===== src/rtl/uart_pkt_tx.sv =====
// uart_pkt_tx -- framed UART 8N1 packet transmitter.
// Sends PREFIX, addr, len, payload[0..len-1], crc (XOR of payload) as
// 8N1 bytes on tx, each followed by GAP_BITS idle-high bit times.
// Ports:
//   clk_100, n_rst          clock (rising edge), async active-low reset
//   start                   frame request, sampled only while idle
//   pkt_addr, pkt_len       header fields, latched when start is accepted
//   data_in/valid/ready     payload byte handshake (ready only in PAY_WAIT)
//   tx                      UART line, idle high
//   busy, done              frame in progress / one-cycle end-of-frame pulse
module uart_pkt_tx #(
  parameter int         CLKS_PER_BIT = 868,
  parameter logic [7:0] PREFIX       = 8'hDD,
  parameter int         GAP_BITS     = 0
) (
  input  logic       clk_100,
  input  logic       n_rst,
  input  logic       start,
  input  logic [7:0] pkt_addr,
  input  logic [7:0] pkt_len,
  input  logic [7:0] data_in,
  input  logic       data_valid,
  output logic       data_ready,
  output logic       tx,
  output logic       busy,
  output logic       done
);
  localparam int BW = (CLKS_PER_BIT > 1) ? $clog2(CLKS_PER_BIT) : 1;
  localparam int GW = (GAP_BITS > 1) ? $clog2(GAP_BITS) : 1;
  localparam logic [BW-1:0] BAUD_LAST = BW'(CLKS_PER_BIT - 1);
  localparam logic [GW-1:0] GAP_LAST  = GW'((GAP_BITS > 0) ? GAP_BITS - 1 : 0);

  typedef enum logic [2:0] {
    S_IDLE, S_PREFIX, S_ADDR, S_LEN, S_PAY_WAIT, S_PAY, S_CRC
  } state_e;
  typedef enum logic [1:0] {B_START, B_DATA, B_STOP, B_GAP} bph_e;

  state_e        state_q, state_d;
  bph_e          bph_q, bph_d;
  logic [BW-1:0] baud_q, baud_d;
  logic [2:0]    bidx_q, bidx_d;
  logic [GW-1:0] gap_q, gap_d;
  logic [7:0]    addr_q, addr_d, len_q, len_d, cnt_q, cnt_d;
  logic [7:0]    crc_q, crc_d, byte_q, byte_d;
  logic          tx_q, tx_d, busy_q, busy_d, done_q, done_d, rdy_q, rdy_d;
  logic          sending, bit_end, byte_end;

  assign sending = state_q inside {S_PREFIX, S_ADDR, S_LEN, S_PAY, S_CRC};
  assign bit_end = sending && (baud_q == BAUD_LAST);

  // State register
  always_ff @(posedge clk_100 or negedge n_rst) begin
    if (!n_rst) begin
      state_q <= S_IDLE;  bph_q  <= B_START; baud_q <= '0;
      bidx_q  <= '0;      gap_q  <= '0;      addr_q <= '0;
      len_q   <= '0;      cnt_q  <= '0;      crc_q  <= '0;
      byte_q  <= '0;      tx_q   <= 1'b1;    busy_q <= 1'b0;
      done_q  <= 1'b0;    rdy_q  <= 1'b0;
    end else begin
      state_q <= state_d; bph_q  <= bph_d;   baud_q <= baud_d;
      bidx_q  <= bidx_d;  gap_q  <= gap_d;   addr_q <= addr_d;
      len_q   <= len_d;   cnt_q  <= cnt_d;   crc_q  <= crc_d;
      byte_q  <= byte_d;  tx_q   <= tx_d;    busy_q <= busy_d;
      done_q  <= done_d;  rdy_q  <= rdy_d;
    end
  end

  // Next state: bit sequencer plus frame FSM
  always_comb begin
    state_d = state_q; bph_d = bph_q; baud_d = baud_q; bidx_d = bidx_q;
    gap_d = gap_q; addr_d = addr_q; len_d = len_q; cnt_d = cnt_q;
    crc_d = crc_q; byte_d = byte_q; byte_end = 1'b0;

    if (sending) begin
      baud_d = bit_end ? '0 : baud_q + BW'(1);
      if (bit_end) begin
        unique case (bph_q)
          B_START: begin bph_d = B_DATA; bidx_d = '0; end
          B_DATA:  if (bidx_q == 3'd7) bph_d = B_STOP;
                   else bidx_d = bidx_q + 3'd1;
          B_STOP:  if (GAP_BITS > 0) begin bph_d = B_GAP; gap_d = '0; end
                   else byte_end = 1'b1;
          B_GAP:   if (gap_q == GAP_LAST) byte_end = 1'b1;
                   else gap_d = gap_q + GW'(1);
        endcase
      end
    end

    // Every transition into a sending state loads byte_d and restarts at
    // the start bit; baud is already zero whenever a byte has just ended.
    unique case (state_q)
      S_IDLE: if (start) begin
        state_d = S_PREFIX; addr_d = pkt_addr; len_d = pkt_len;
        cnt_d = '0; crc_d = '0; byte_d = PREFIX; bph_d = B_START; baud_d = '0;
      end
      S_PREFIX: if (byte_end) begin
        state_d = S_ADDR; byte_d = addr_q; bph_d = B_START;
      end
      S_ADDR: if (byte_end) begin
        state_d = S_LEN; byte_d = len_q; bph_d = B_START;
      end
      S_LEN: if (byte_end) begin
        if (len_q == 8'd0) begin
          state_d = S_CRC; byte_d = crc_q; bph_d = B_START;
        end else state_d = S_PAY_WAIT;
      end
      S_PAY_WAIT: if (data_valid && rdy_q) begin
        state_d = S_PAY; byte_d = data_in; crc_d = crc_q ^ data_in;
        cnt_d = cnt_q + 8'd1; bph_d = B_START; baud_d = '0;
      end
      S_PAY: if (byte_end) begin
        if (cnt_q == len_q) begin
          state_d = S_CRC; byte_d = crc_q; bph_d = B_START;
        end else state_d = S_PAY_WAIT;
      end
      S_CRC: if (byte_end) state_d = S_IDLE;
      default: state_d = S_IDLE;
    endcase
  end

  // Outputs are computed from next-state values so they come straight off flops
  always_comb begin
    tx_d = 1'b1;
    if (state_d inside {S_PREFIX, S_ADDR, S_LEN, S_PAY, S_CRC}) begin
      unique case (bph_d)
        B_START: tx_d = 1'b0;
        B_DATA:  tx_d = byte_d[bidx_d];
        default: tx_d = 1'b1;
      endcase
    end
    busy_d = (state_d != S_IDLE);
    done_d = (state_q != S_IDLE) && (state_d == S_IDLE);
    rdy_d  = (state_d == S_PAY_WAIT);
  end

  assign tx         = tx_q;
  assign busy       = busy_q;
  assign done       = done_q;
  assign data_ready = rdy_q;
endmodule

===== config.mk =====
export PLATFORM = sky130hd
export DESIGN_NAME = uart_pkt_tx
export DESIGN_NICKNAME = d
export VERILOG_FILES = /design/src/rtl/uart_pkt_tx.sv
export SDC_FILE = /design/constraint.sdc
export NUM_CORES = 1
export LEC_CHECK = 0
export ABC_CLOCK_PERIOD_IN_PS = 6550
export CORE_ASPECT_RATIO = 1.2
export CORE_MARGIN = 4
export CORE_UTILIZATION = 25
export CTS_CLUSTER_DIAMETER = 100
export DETAILED_ROUTE_END_ITERATION = 7
export PLACE_DENSITY = 0.53
export SYNTH_ARGS = -nofsm -noshare
export SYNTH_HDL_FRONTEND = slang
export SYNTH_SLANG_ARGS = --single-unit

===== constraint.sdc =====
create_clock -name clk_100 -period 6.55 [get_ports clk_100]
set_input_delay 1.31 -clock clk_100 [delete_from_list [all_inputs] [get_ports clk_100]]
set_output_delay 1.31 -clock clk_100 [all_outputs]
set_load 0.02 [all_outputs]

==> Word-level counts from Yosys, hierarchy flattened <==
Index checks and enable logic that the tools add are counted.
{ "word_totals": {"regBits": 63, "in_bits": 28, "out_inout_bits": 4, "word_cells": 112} }
{ "op_classes": {"n_addsub": 4, "order_cmp": 1, "eq_ne": 21, "mux": 54, "bitwise_logic": 1, "n_reduce_logical": 17} }
{ "ops": {"columns": ["op", "count"], "rows": [
  ["2-to-1 mux 8 bit", 11],
  ["case mux 8 bit (6 select lines)", 1],
  ["2-to-1 mux 10 bit", 4],
  ["case mux 8 bit (2 select lines)", 2],
  ["2-to-1 mux 3 bit", 10],
  ["2-to-1 mux 2 bit", 12],
  ["== test 3 bit (second input constant)", 7],
  ["case mux 3 bit (7 select lines)", 1],
  ["case mux 10 bit (2 select lines)", 1],
  ["== test 3 x 2 -> 1 bit (second input constant)", 4],
  ["adder 10 x 1 -> 10 bit (second input constant)", 1],
  ["== test 10 bit (second input constant)", 1],
  ["case mux 2 bit (5 select lines)", 1],
  ["nonzero test 5 bit", 2],
  ["adder 8 x 1 -> 8 bit (second input constant)", 1],
  ["== test 8 bit", 1],
  ["logical NOT 8 bit", 1],
  ["bitwise XOR 8 bit", 1],
  ["== test 3 x 1 -> 1 bit (second input constant)", 2],
  ["logical NOT 3 bit", 2],
  ["2-to-1 mux 1 bit", 6],
  ["case mux 3 bit (2 select lines)", 1],
  ["AND reduction 3 bit", 2],
  ["nonzero test 3 bit", 2],
  ["other kinds (14)", 21]
]} }

==> Depth between registers and ports, before layout <==
Gate-level depths: netlist of the first run.
{ "logic_depth": {"depth_word": 11, "mapped_depth": 11, "mapped_depth_nobuf": 10} }

==> Worst setup path before layout of the first run <==
Ideal clock, no wire load.
{ "synth_timing": {"path_type": "input -> register", "from": "input port start", "to": "register tx_q (netlist: tx)", "setup_time_ns": 0.075, "t_arrival_ns": 2.992, "required_time_ns": 6.475, "path_slack_ns": 3.483, "cell_stages": 9, "path_buffers": 0, "path_cell_list": "nor4b_1 nand2b_1 a221oi_1 o21ai_0 a21oi_1 o22ai_2 nor2b_1 o311a_1 a2bb2oi_1"} }
{ "synth_between": {"elab_chain_len": 6, "elab_cells_between_ends": 18, "classes_between": "6 x eq/ne; 10 x mux; 2 x reduce/logical"} }
{ "synth_rtl": {"columns": ["element", "line", "text"], "rows": [
  ["start, declared", "18", "input logic start,"],
  ["2-to-1 mux 8 bit", "92", "S_IDLE: if (start) begin"],
  ["case mux 8 bit (6 select lines)", "91", "unique case (state_q)"],
  ["via byte_d[6]", "44", "logic [7:0] crc_q, crc_d, byte_q, byte_d;"],
  ["binary-select mux 1 bit (select 3 bit)", "127", "B_DATA: tx_d = byte_d[bidx_d];"],
  ["2-to-1 mux 1 bit (implied by the code)", "127", null],
  ["case mux 1 bit (2 select lines)", "125", "unique case (bph_d)"],
  ["2-to-1 mux 1 bit", "124", "if (state_d inside {S_PREFIX, S_ADDR, S_LEN, S_PAY, S_CRC}) begin"],
  ["via tx_d", "45", "logic tx_q, tx_d, busy_q, busy_d, done_q, done_d, rdy_q, rdy_d;"],
  ["end signal, assigned", "63", "byte_q <= byte_d; tx_q <= tx_d; busy_q <= busy_d;"],
  ["end, declared", "45", null]
]} }
The timed path passes the listed nets, and every way through them passes these cells. The select of a mux whose other input is x is not followed.
A chain may end at the register's enable or synchronous reset.

==> Final worst setup path of the first run <==
Same ends and word-level chain as after synthesis.

==> impl_metrics.py, run 1 <==
metrics = {
    "layout": {
        "n_antenna_cell": 0,
        "drive_above_1_share_pct": 13.7,
        "final_area_sq_mm": 0.00419,
        "syn_to_final_growth_pct": 24.0,
        "fill_cells": 1411,
        "final_nets": 413,
    },
    "floorplanning": {
        "die_h_um": 135,
        "dieArea_sq_mm": 0.0155,
        "io_pins": 32,
        "start_util_pct": 25.5,
        "dieWidth_um": 114,
        "core-area_sq_mm": 0.0132,
        "core.rowCount": 46,
    },
    "timing": {
        "holdWs_ps": 499,
        "period_minus_slack_ps": 3620,
        "hold_viol": 0,
        "finalSetupViolations": 0,
        "fmax_mhz": 277,
        "drv_slew": 0,
        "fin_tns_setup_ps": 0,
        "fin_skew_ps": 7.83,
        "rsz0062_at_grt": "false",
        "slew_headroom_pct": 46.2,
        "fin_crit_sh_pct": 55.2,
        "setup_ws_ps": 2930,
        "tightest_slew_ps": 807,
    },
    "setup_path": {
        "cp-startpoint": "start",
        "crit_required_ps": 6800,
        "path_class": "in -> reg",
        "path_cells": "clkdlybuf4s50_1 > nor4b_2 > buf_4 > nand2b_1 > a221oi_1 > o21ai_0 > a211oi_1 > o22ai_2 > nor2b_1 > o311a_1 > a2bb2oi_1",
        "timing.rr.start": "state_q[1]",
        "r2r_cells": 9,
        "slowest_stage": "clkdlybuf4s50_1",
        "cp-start-kind": "primary input",
        "crit_end": "tx",
        "cp_max_fo": 35,
        "critical-path-max-stage-delay_ps": 420,
        "end_kind": "flop",
        "r2r_slack_ps": 3440,
        "rr_endpoint": "tx",
        "cp_data_arrival_time_ps": 3860,
    },
    "synth": {
        "yosysWarningCount": 0,
        "yosys_register_bits": 62,
        "synth_top_cell_area_share_pct": 45.1,
        "syn_avg_cell_area_sq_um": 9.72,
        "syn_area_sq_mm": 0.00338,
        "synthArstFlopShare_pct": 100,
        "yosys_most_used_dff": "dfrtp_1",
        "synth_most_common_cell": "dfrtp_1",
        "synth_edf_count": 0,
        "ys_top_cells_by_area": "dfrtp_1 (45%), xor2_1 (6.2%), mux2_2 (5.7%)",
        "yosysSeqAreaShare_pct": 45.9,
        "synth_nets": 379,
        "synth_top_cell_by_area": "dfrtp_1",
        "synth_common_cells": "dfrtp_1 (61), nand2_1 (42), nor2_1 (35)",
        "synth.distinct_cells": 58,
        "syn_inst": 348,
    },
    "run": {
        "maxCapViolCount": 0,
    },
    "cts": {
        "cts_buffers": 9,
        "insertion_delay_ps": 330,
        "hold_buffers": 0,
        "clock_sinks": 62,
        "cts_tree": "yes",
        "htree_levels": 3,
        "clockBufferDepth": 2,
        "cts_setup_buffers": 0,
        "path_clk_slew_ps": 50,
        "cts_resized": 0,
        "cts-root-buf": "clkbuf_16",
    },
    "global_route": {
        "grt_pass1_vias": 2843,
        "antenna_found_initial": 0,
        "grt_usage_pct": 11.8,
        "grt_max_degree": 63,
        "overflow": 0,
        "grt_pass1_wl_um": 14500,
    },
    "route": {
        "vias_per_cell": 4.94,
        "detail_route.wl_per_cell_um": 15.3,
        "dr.first_iter.drc_count": 201,
        "wl_um": 8460,
        "first_pass_iters": 4,
        "ant_nets": 0,
        "via_count": 2742,
        "drc": 0,
    },
    "power_and_ir_drop": {
        "power.density_mw_per_mm2": 250,
        "leakage_nw": 1.73,
        "power_mw": 1.05,
        "ir_drop_mv": 0.113,
    },
    "worst_hold_path": {
        "hp-class": "reg -> reg",
        "min-delay-start": "byte_q[4]",
    },
    "run_status": {
        "status": "finished clean",
    },
    "place": {
        "portBuffers": 31,
        "dpl.hpwl_um": 6230,
        "placed_cell_area_sq_mm": 0.00388,
        "detailedPlace.worstSlack_ps": 2600,
        "routabilityCongestion": 0.746,
    },
}
layout make-up:
class,count,area [sq um],area share (%)
clock buffer,12,246,5.88
clock inverter,4,70.1,1.67
inverter,8,30.0,0.716
multi-input combinational,267,1760,41.9
sequential,62,1550,37.0
tap,168,210,5.01
timing repair buffer,34,328,7.82
cells in the final DEF (no fill, tap or decap), types with 6 or more instances in the layout:
master	Yosys	routed
a21oi_1	18	18
a22oi_1	8	8
clkbuf_16	0	9
clkdlybuf4s50_1	0	30
dfrtp_1	61	61
inv_1	8	8
mux2_2	17	17
nand2_1	42	42
nand3_1	13	13
nand4_1	8	8
nor2_1	35	35
nor4_1	6	6
o21ai_0	14	14
xor2_1	24	24
metal layers:
metal	track usage (%)	routed length (um)	up-vias	part of all wire, %
li1	-	-	1336	-
met1	15.0	3800	1340	45
met2	19.2	4170	44	49
met3	1.74	199	22	2.4
met4	6.27	301	0	3.6
met5	0	0	-	0
worst max-delay path, delay by kind of cell:
family | cells | cell delay, ps
AO/OA/AOI/OAI | 6 | 1330
buffers and inverters | 2 | 690
AND/OR/NAND/NOR | 3 | 520
sequential cells by signal (all words and copies together), names as in the netlist:
register,flops
busy,1
state_q,3
bidx_q,3
baud_q,10
bph_q,2
done,1
crc_q,8
tx,1
byte_q,8
cnt_q,8
data_ready,1
len_q,8
addr_q,8
through the flow:
stage | instances | utilization [%]
floorplan | 348 | -
detailed placement | 539 | 29.3
global route | 555 | 31.7
global placement | 539 | 29.3
CTS | 555 | 31.7
finish | 555 | 31.7
power breakdown:
part / switching [mW] / internal [mW]
logic: 0.0502 / 0.0504
registers: 0.0335 / 0.410
clock network: 0.163 / 0.342
total: 0.247 / 0.802
cell families after synthesis:
group	after synthesis	share of synthesized area, %
buf+inv	19	2.37
simple gates	144	21.5
compound gates	76	16.4
fa+ha+maj	4	1.41
xor+xnor	26	6.73
flops	62	45.9
mux	17	5.66
how the worst min path moves through the flow:
stage / endpoint / slack [ps] / cells after the start
detailed placement: byte_q[7] / 490 / 1
floorplan: byte_q[4] / 450 / 1
CTS: byte_q[7] / 500 / 1
global placement: byte_q[7] / 480 / 1
global route: byte_q[7] / 520 / 1
finish: byte_q[4] / 500 / 1
(Power assumes the default switching activity.)
==> inputs of run 2 (changes only) <==
--- a/config.mk
+++ b/config.mk
@@ -5,13 +5,13 @@
 export SDC_FILE = /design/constraint.sdc
 export NUM_CORES = 1
 export LEC_CHECK = 0
-export ABC_CLOCK_PERIOD_IN_PS = 6550
+export ABC_CLOCK_PERIOD_IN_PS = 3100
 export CORE_ASPECT_RATIO = 1.2
 export CORE_MARGIN = 4
 export CORE_UTILIZATION = 25
 export CTS_CLUSTER_DIAMETER = 100
 export DETAILED_ROUTE_END_ITERATION = 7
-export PLACE_DENSITY = 0.53
+export PLACE_DENSITY = 0.55
 export SYNTH_ARGS = -nofsm -noshare
 export SYNTH_HDL_FRONTEND = slang
 export SYNTH_SLANG_ARGS = --single-unit
==> constraint.sdc (replaced) <==
create_clock -name clk_100 -period 3.1 [get_ports clk_100]
set_input_delay 0.62 -clock clk_100 [delete_from_list [all_inputs] [get_ports clk_100]]
set_output_delay 0.62 -clock clk_100 [all_outputs]
set_load 0.02 [all_outputs]
==> impl_metrics.py, run 2 (synthesis gave the netlist of run 1 again) <==
metrics = {
    "global_route": {
        "grt_usage_pct": 12.2,
        "overflow": 0,
        "antenna_found_initial": 0,
        "grt_pass1_wl_um": 14900,
        "grt_pass1_vias": 3004,
        "grt_max_degree": 33,
    },
    "cts": {
        "hold_buffers": 0,
        "cts-root-buf": "clkbuf_16",
        "clockBufferDepth": 2,
        "clock_sinks": 62,
        "htree_levels": 3,
        "cts_tree": "yes",
        "insertion_delay_ps": 330,
        "path_clk_slew_ps": 60,
        "cts_buffers": 9,
    },
    "route": {
        "dr.first_iter.drc_count": 224,
        "wl_um": 8800,
        "drc": 0,
        "detail_route.wl_per_cell_um": 15.3,
        "ant_nets": 0,
        "first_pass_iters": 4,
        "via_count": 2861,
        "vias_per_cell": 4.98,
    },
    "timing": {
        "hold_viol": 0,
        "period_minus_slack_ps": 2910,
        "drv_slew": 0,
        "setup_ws_ps": 191,
        "fin_skew_ps": 8.26,
        "fin_crit_sh_pct": 93.8,
        "slew_headroom_pct": 51.0,
        "fmax_mhz": 344,
        "fin_tns_setup_ps": 0,
        "tightest_slew_ps": 735,
        "finalSetupViolations": 0,
        "rsz0062_at_grt": "false",
    },
    "floorplanning": {
        "io_pins": 32,
        "core-area_sq_mm": 0.0132,
        "core.rowCount": 46,
        "start_util_pct": 25.5,
        "die_h_um": 135,
        "dieWidth_um": 114,
        "dieArea_sq_mm": 0.0155,
    },
    "place": {
        "routabilityCongestion": 0.855,
        "place_inst": 557,
        "detailedPlace.worstSlack_ps": 66.3,
        "portBuffers": 31,
        "dpl.hpwl_um": 6730,
        "placed_cell_area_sq_mm": 0.00402,
    },
    "layout": {
        "fill_cells": 1370,
        "regMostFlops": "baud_q",
        "mostFrequentLayoutCell": "dfrtp_1",
        "final_nets": 432,
        "drive_above_1_share_pct": 18.7,
        "final_cells": 574,
        "final_cell_mix": "dfrtp_1 (61), nand2_1 (42), nor2_1 (35)",
        "n_antenna_cell": 0,
        "largest_register_ffs": 10,
        "final_area_sq_mm": 0.00438,
        "syn_to_final_growth_pct": 29.4,
    },
    "worst_hold_path": {
        "hp-class": "in -> async",
    },
    "power_and_ir_drop": {
        "leakage_nw": 1.84,
        "power_mw": 2.30,
        "ir_drop_mv": 0.262,
        "power.density_mw_per_mm2": 525,
    },
    "setup_path": {
        "cp_max_fo": 7,
        "r2r_cells": 9,
        "path_class": "reg -> reg",
        "timing.rr.start": "baud_q[4]",
        "cp_data_arrival_time_ps": 3160,
        "cp-start-kind": "flop",
        "crit_required_ps": 3350,
        "rr_endpoint": "tx",
        "r2r_slack_ps": 190,
        "end_kind": "flop",
    },
    "run_status": {
        "status": "finished clean",
    },
    "run": {
        "maxCapViolCount": 0,
    },
}
==> run 2: report_power, final <==
part / switching (mW) / internal [mW]
sequential: 0.0564 / 0.867
combinational: 0.128 / 0.130
clock: 0.350 / 0.768
==> run 2: area by class of cell <==
| class | count | area [sq um] | area share [%] |
|---|---|---|---|
| clock buffers | 13 | 270 | 6.17 |
| multi-input cells | 267 | 1770 | 40.3 |
| well taps | 168 | 210 | 4.80 |
| repair buffers | 53 | 483 | 11.0 |
| flip-flops and latches | 62 | 1550 | 35.5 |
| clock inverters | 3 | 65.1 | 1.49 |
| inverters | 8 | 30.0 | 0.686 |
==> run 2: critical path, cell delays in order, from the launching register on <==
cell       delay (ps)
dfrtp_1           440
or4_4             530
or4_4             540
nor4_2            260
a31o_2            250
a211o_4           150
nor2_2             50
or2_4             240
a2111oi_4         260
a2bb2oi_1         100
==> run 2: timing repair <==
item / 4_1_cts / 5_1_grt
setup endpoints to repair: 0 / 1
resized for setup: 0 / 4
buffers inserted: 0 / 1
==> run 2: how the worst max path moves through the flow <==
| stage | to | start |
|---|---|---|
| 3_3_place_gp | tx | data_valid |
| 6_report | tx | baud_q[4] |
| 2_1_floorplan | tx | baud_q[2] |
| 3_5_place_dp | tx | data_valid |
| 5_1_grt | tx | baud_q[4] |
| 4_1_cts | tx | baud_q[4] |
==> run 2: stage by stage <==
step / hold slack (ps) / util [%]
floorplan: 324 / -
global placement: 478 / 30.4
detailed placement: 477 / 30.4
CTS: 368 / 32.9
global route: 417 / 33.1
finish: 351 / 33.1
==> run 2: layer usage <==
layer	global-route usage, %	part of all wire (%)
met2	20.6	49
met4	5.74	3.8
met5	0	0
met3	2.55	4.2
met1	14.8	43
==> inputs of run 3 (changes only) <==
--- a/config.mk
+++ b/config.mk
@@ -6,12 +6,15 @@
 export NUM_CORES = 1
 export LEC_CHECK = 0
 export ABC_CLOCK_PERIOD_IN_PS = 3100
+export CELL_PAD_IN_SITES_DETAIL_PLACEMENT = 1
+export CELL_PAD_IN_SITES_GLOBAL_PLACEMENT = 2
 export CORE_ASPECT_RATIO = 1.2
 export CORE_MARGIN = 4
 export CORE_UTILIZATION = 25
 export CTS_CLUSTER_DIAMETER = 100
+export CTS_CLUSTER_SIZE = 20
 export DETAILED_ROUTE_END_ITERATION = 7
-export PLACE_DENSITY = 0.55
+export PLACE_DENSITY = 0.72
 export SYNTH_ARGS = -nofsm -noshare
 export SYNTH_HDL_FRONTEND = slang
 export SYNTH_SLANG_ARGS = --single-unit
==> impl_metrics.py, run 3 (synthesis gave the netlist of run 1 again) <==
metrics = {
    "floorplanning": {
        "io_pins": 32,
        "core.rowCount": 46,
        "dieWidth_um": 114,
        "die_h_um": 135,
        "core-area_sq_mm": 0.0132,
        "start_util_pct": 25.5,
        "dieArea_sq_mm": 0.0155,
    },
    "setup_path": {
        "path_class": "reg -> reg",
        "cp_data_arrival_time_ps": 3180,
        "end_kind": "flop",
        "cp_max_fo": 6,
        "cp-startpoint": "baud_q[2]",
        "cp-start-kind": "flop",
        "crit_required_ps": 3360,
        "timing.rr.start": "baud_q[2]",
    },
    "global_route": {
        "grt_usage_pct": 14.1,
        "grt_pass1_vias": 3324,
        "overflow": 0,
        "grt_pass1_wl_um": 17000,
        "grt_max_degree": 35,
        "antenna_found_initial": 0,
    },
    "route": {
        "detail_route.wl_per_cell_um": 17.5,
        "via_count": 2899,
        "dr.first_iter.drc_count": 76,
        "first_pass_iters": 4,
        "vias_per_cell": 5.03,
        "wl_um": 10100,
        "ant_nets": 0,
        "drc": 0,
    },
    "layout": {
        "regMostFlops": "baud_q",
        "final_nets": 434,
        "largest_register_ffs": 10,
        "syn_to_final_growth_pct": 28.5,
        "final_cells": 576,
        "fill_cells": 1535,
        "multiInputGateArea_sq_mm": 0.00179,
        "n_antenna_cell": 0,
        "mostFrequentLayoutCell": "dfrtp_1",
        "drive_above_1_share_pct": 18.4,
        "finish.utilization_pct": 32.8,
        "final_cell_mix": "dfrtp_1 (61), nand2_1 (42), nor2_1 (35)",
        "seqCellArea_sq_mm": 0.00155,
    },
    "place": {
        "place_inst": 558,
        "detailedPlace.worstSlack_ps": 102,
        "portBuffers": 31,
        "dpl.hpwl_um": 7690,
        "routabilityCongestion": 0.898,
    },
    "cts": {
        "insertion_delay_ps": 340,
        "cts_buffers": 9,
        "path_clk_slew_ps": 50,
        "clock_sinks": 62,
        "hold_buffers": 0,
        "cts-root-buf": "clkbuf_16",
        "clockBufferDepth": 2,
        "htree_levels": 3,
        "cts_tree": "yes",
    },
    "timing": {
        "hold_viol": 0,
        "fin_skew_ps": 7.22,
        "drv_slew": 0,
        "setup_ws_ps": 178,
        "fin_tns_setup_ps": 0,
        "finalSetupViolations": 0,
        "tightest_slew_ps": 726,
        "slew_headroom_pct": 51.6,
        "fmax_mhz": 342,
        "period_minus_slack_ps": 2920,
        "fin_crit_sh_pct": 94.3,
        "rsz0062_at_grt": "false",
    },
    "power_and_ir_drop": {
        "swShare_pct": 26.2,
        "power_frac_clock_pct": 43.4,
        "intPower_mw": 1.56,
        "power.density_mw_per_mm2": 487,
        "p_sw_mw": 0.555,
        "seqPwrFrac_pct": 43.4,
        "ir_drop_mv": 0.285,
        "p_comb_share_pct": 13.1,
        "leakage_nw": 1.83,
    },
    "worst_hold_path": {
        "hp-class": "in -> async",
    },
    "run_status": {
        "status": "finished clean",
    },
    "run": {
        "maxCapViolCount": 0,
    },
}
-- run 3: cell count changes in the layout (fill, tap and decap cells not counted), sizes merged --
cell      before  now
clkinv         1    3
a31o           1    2
clkinvlp       0    1
bufinv         2    0
clkbuf        13   12
buf           23   24
-- run 3: layout make-up --
type	instances	area share [%]
multi-input cells	268	41.3
flip-flops and latches	62	35.7
repair buffers	54	11.3
inverters	8	0.691
clock inverters	4	0.518
clock buffers	12	5.67
well taps	168	4.84
-- run 3: final timing paths --
| check | end | slack, ps | cells past startpoint |
|---|---|---|---|
| max | tx | 180 | 9 |
| min | addr_q[2] | 340 | 1 |
| max reg2reg | tx | 180 | 9 |
| min reg2reg | byte_q[7] | 500 | 1 |
| max in group asynchronous | cnt_q[0] | 2110 | 2 |
| min in group clk_100 | byte_q[7] | 500 | 1 |
-- run 3: timing repair --
action | 4_1_cts | 5_1_grt
resized for setup | 0 | 3
setup endpoints to repair | 0 | 1
setup buffers | 0 | 1
-- run 3: routing by layer --
metal,track usage (%),part of all wire (%)
met2,23.9,51
met4,8.25,5.1
met1,16.5,42
met3,2.68,2.5
met5,0,0
-- run 3: critical path: stages (launching register included) --
cell       delay, ps
dfrtp_1          380
or4_4            550
or4_1            580
nand2b_1         290
buf_4            190
o21ai_0          170
a21oi_1           60
a21oi_1          330
a2111oi_4        130
a2bb2oi_1        170
-- run 3: power groups by stage --
stage	Sequential [mW]	Combinational [mW]	Clock [mW]
2_1_floorplan	0.931	0.134	0
3_3_place_gp	0.931	0.271	0
3_5_place_dp	0.934	0.278	0
4_1_cts	0.920	0.280	0.944
5_1_grt	0.930	0.319	0.990
6_report	0.919	0.278	0.919
-- run 3: stage by stage --
step	hold slack [ps]	power, mW	cell area [sq um]
final	343	2.12	4350
after global routing	397	2.24	4350
after global placement	480	1.20	4040
after floorplan	324	1.07	3380
after detailed placement	494	1.21	4040
after CTS	359	2.14	4310
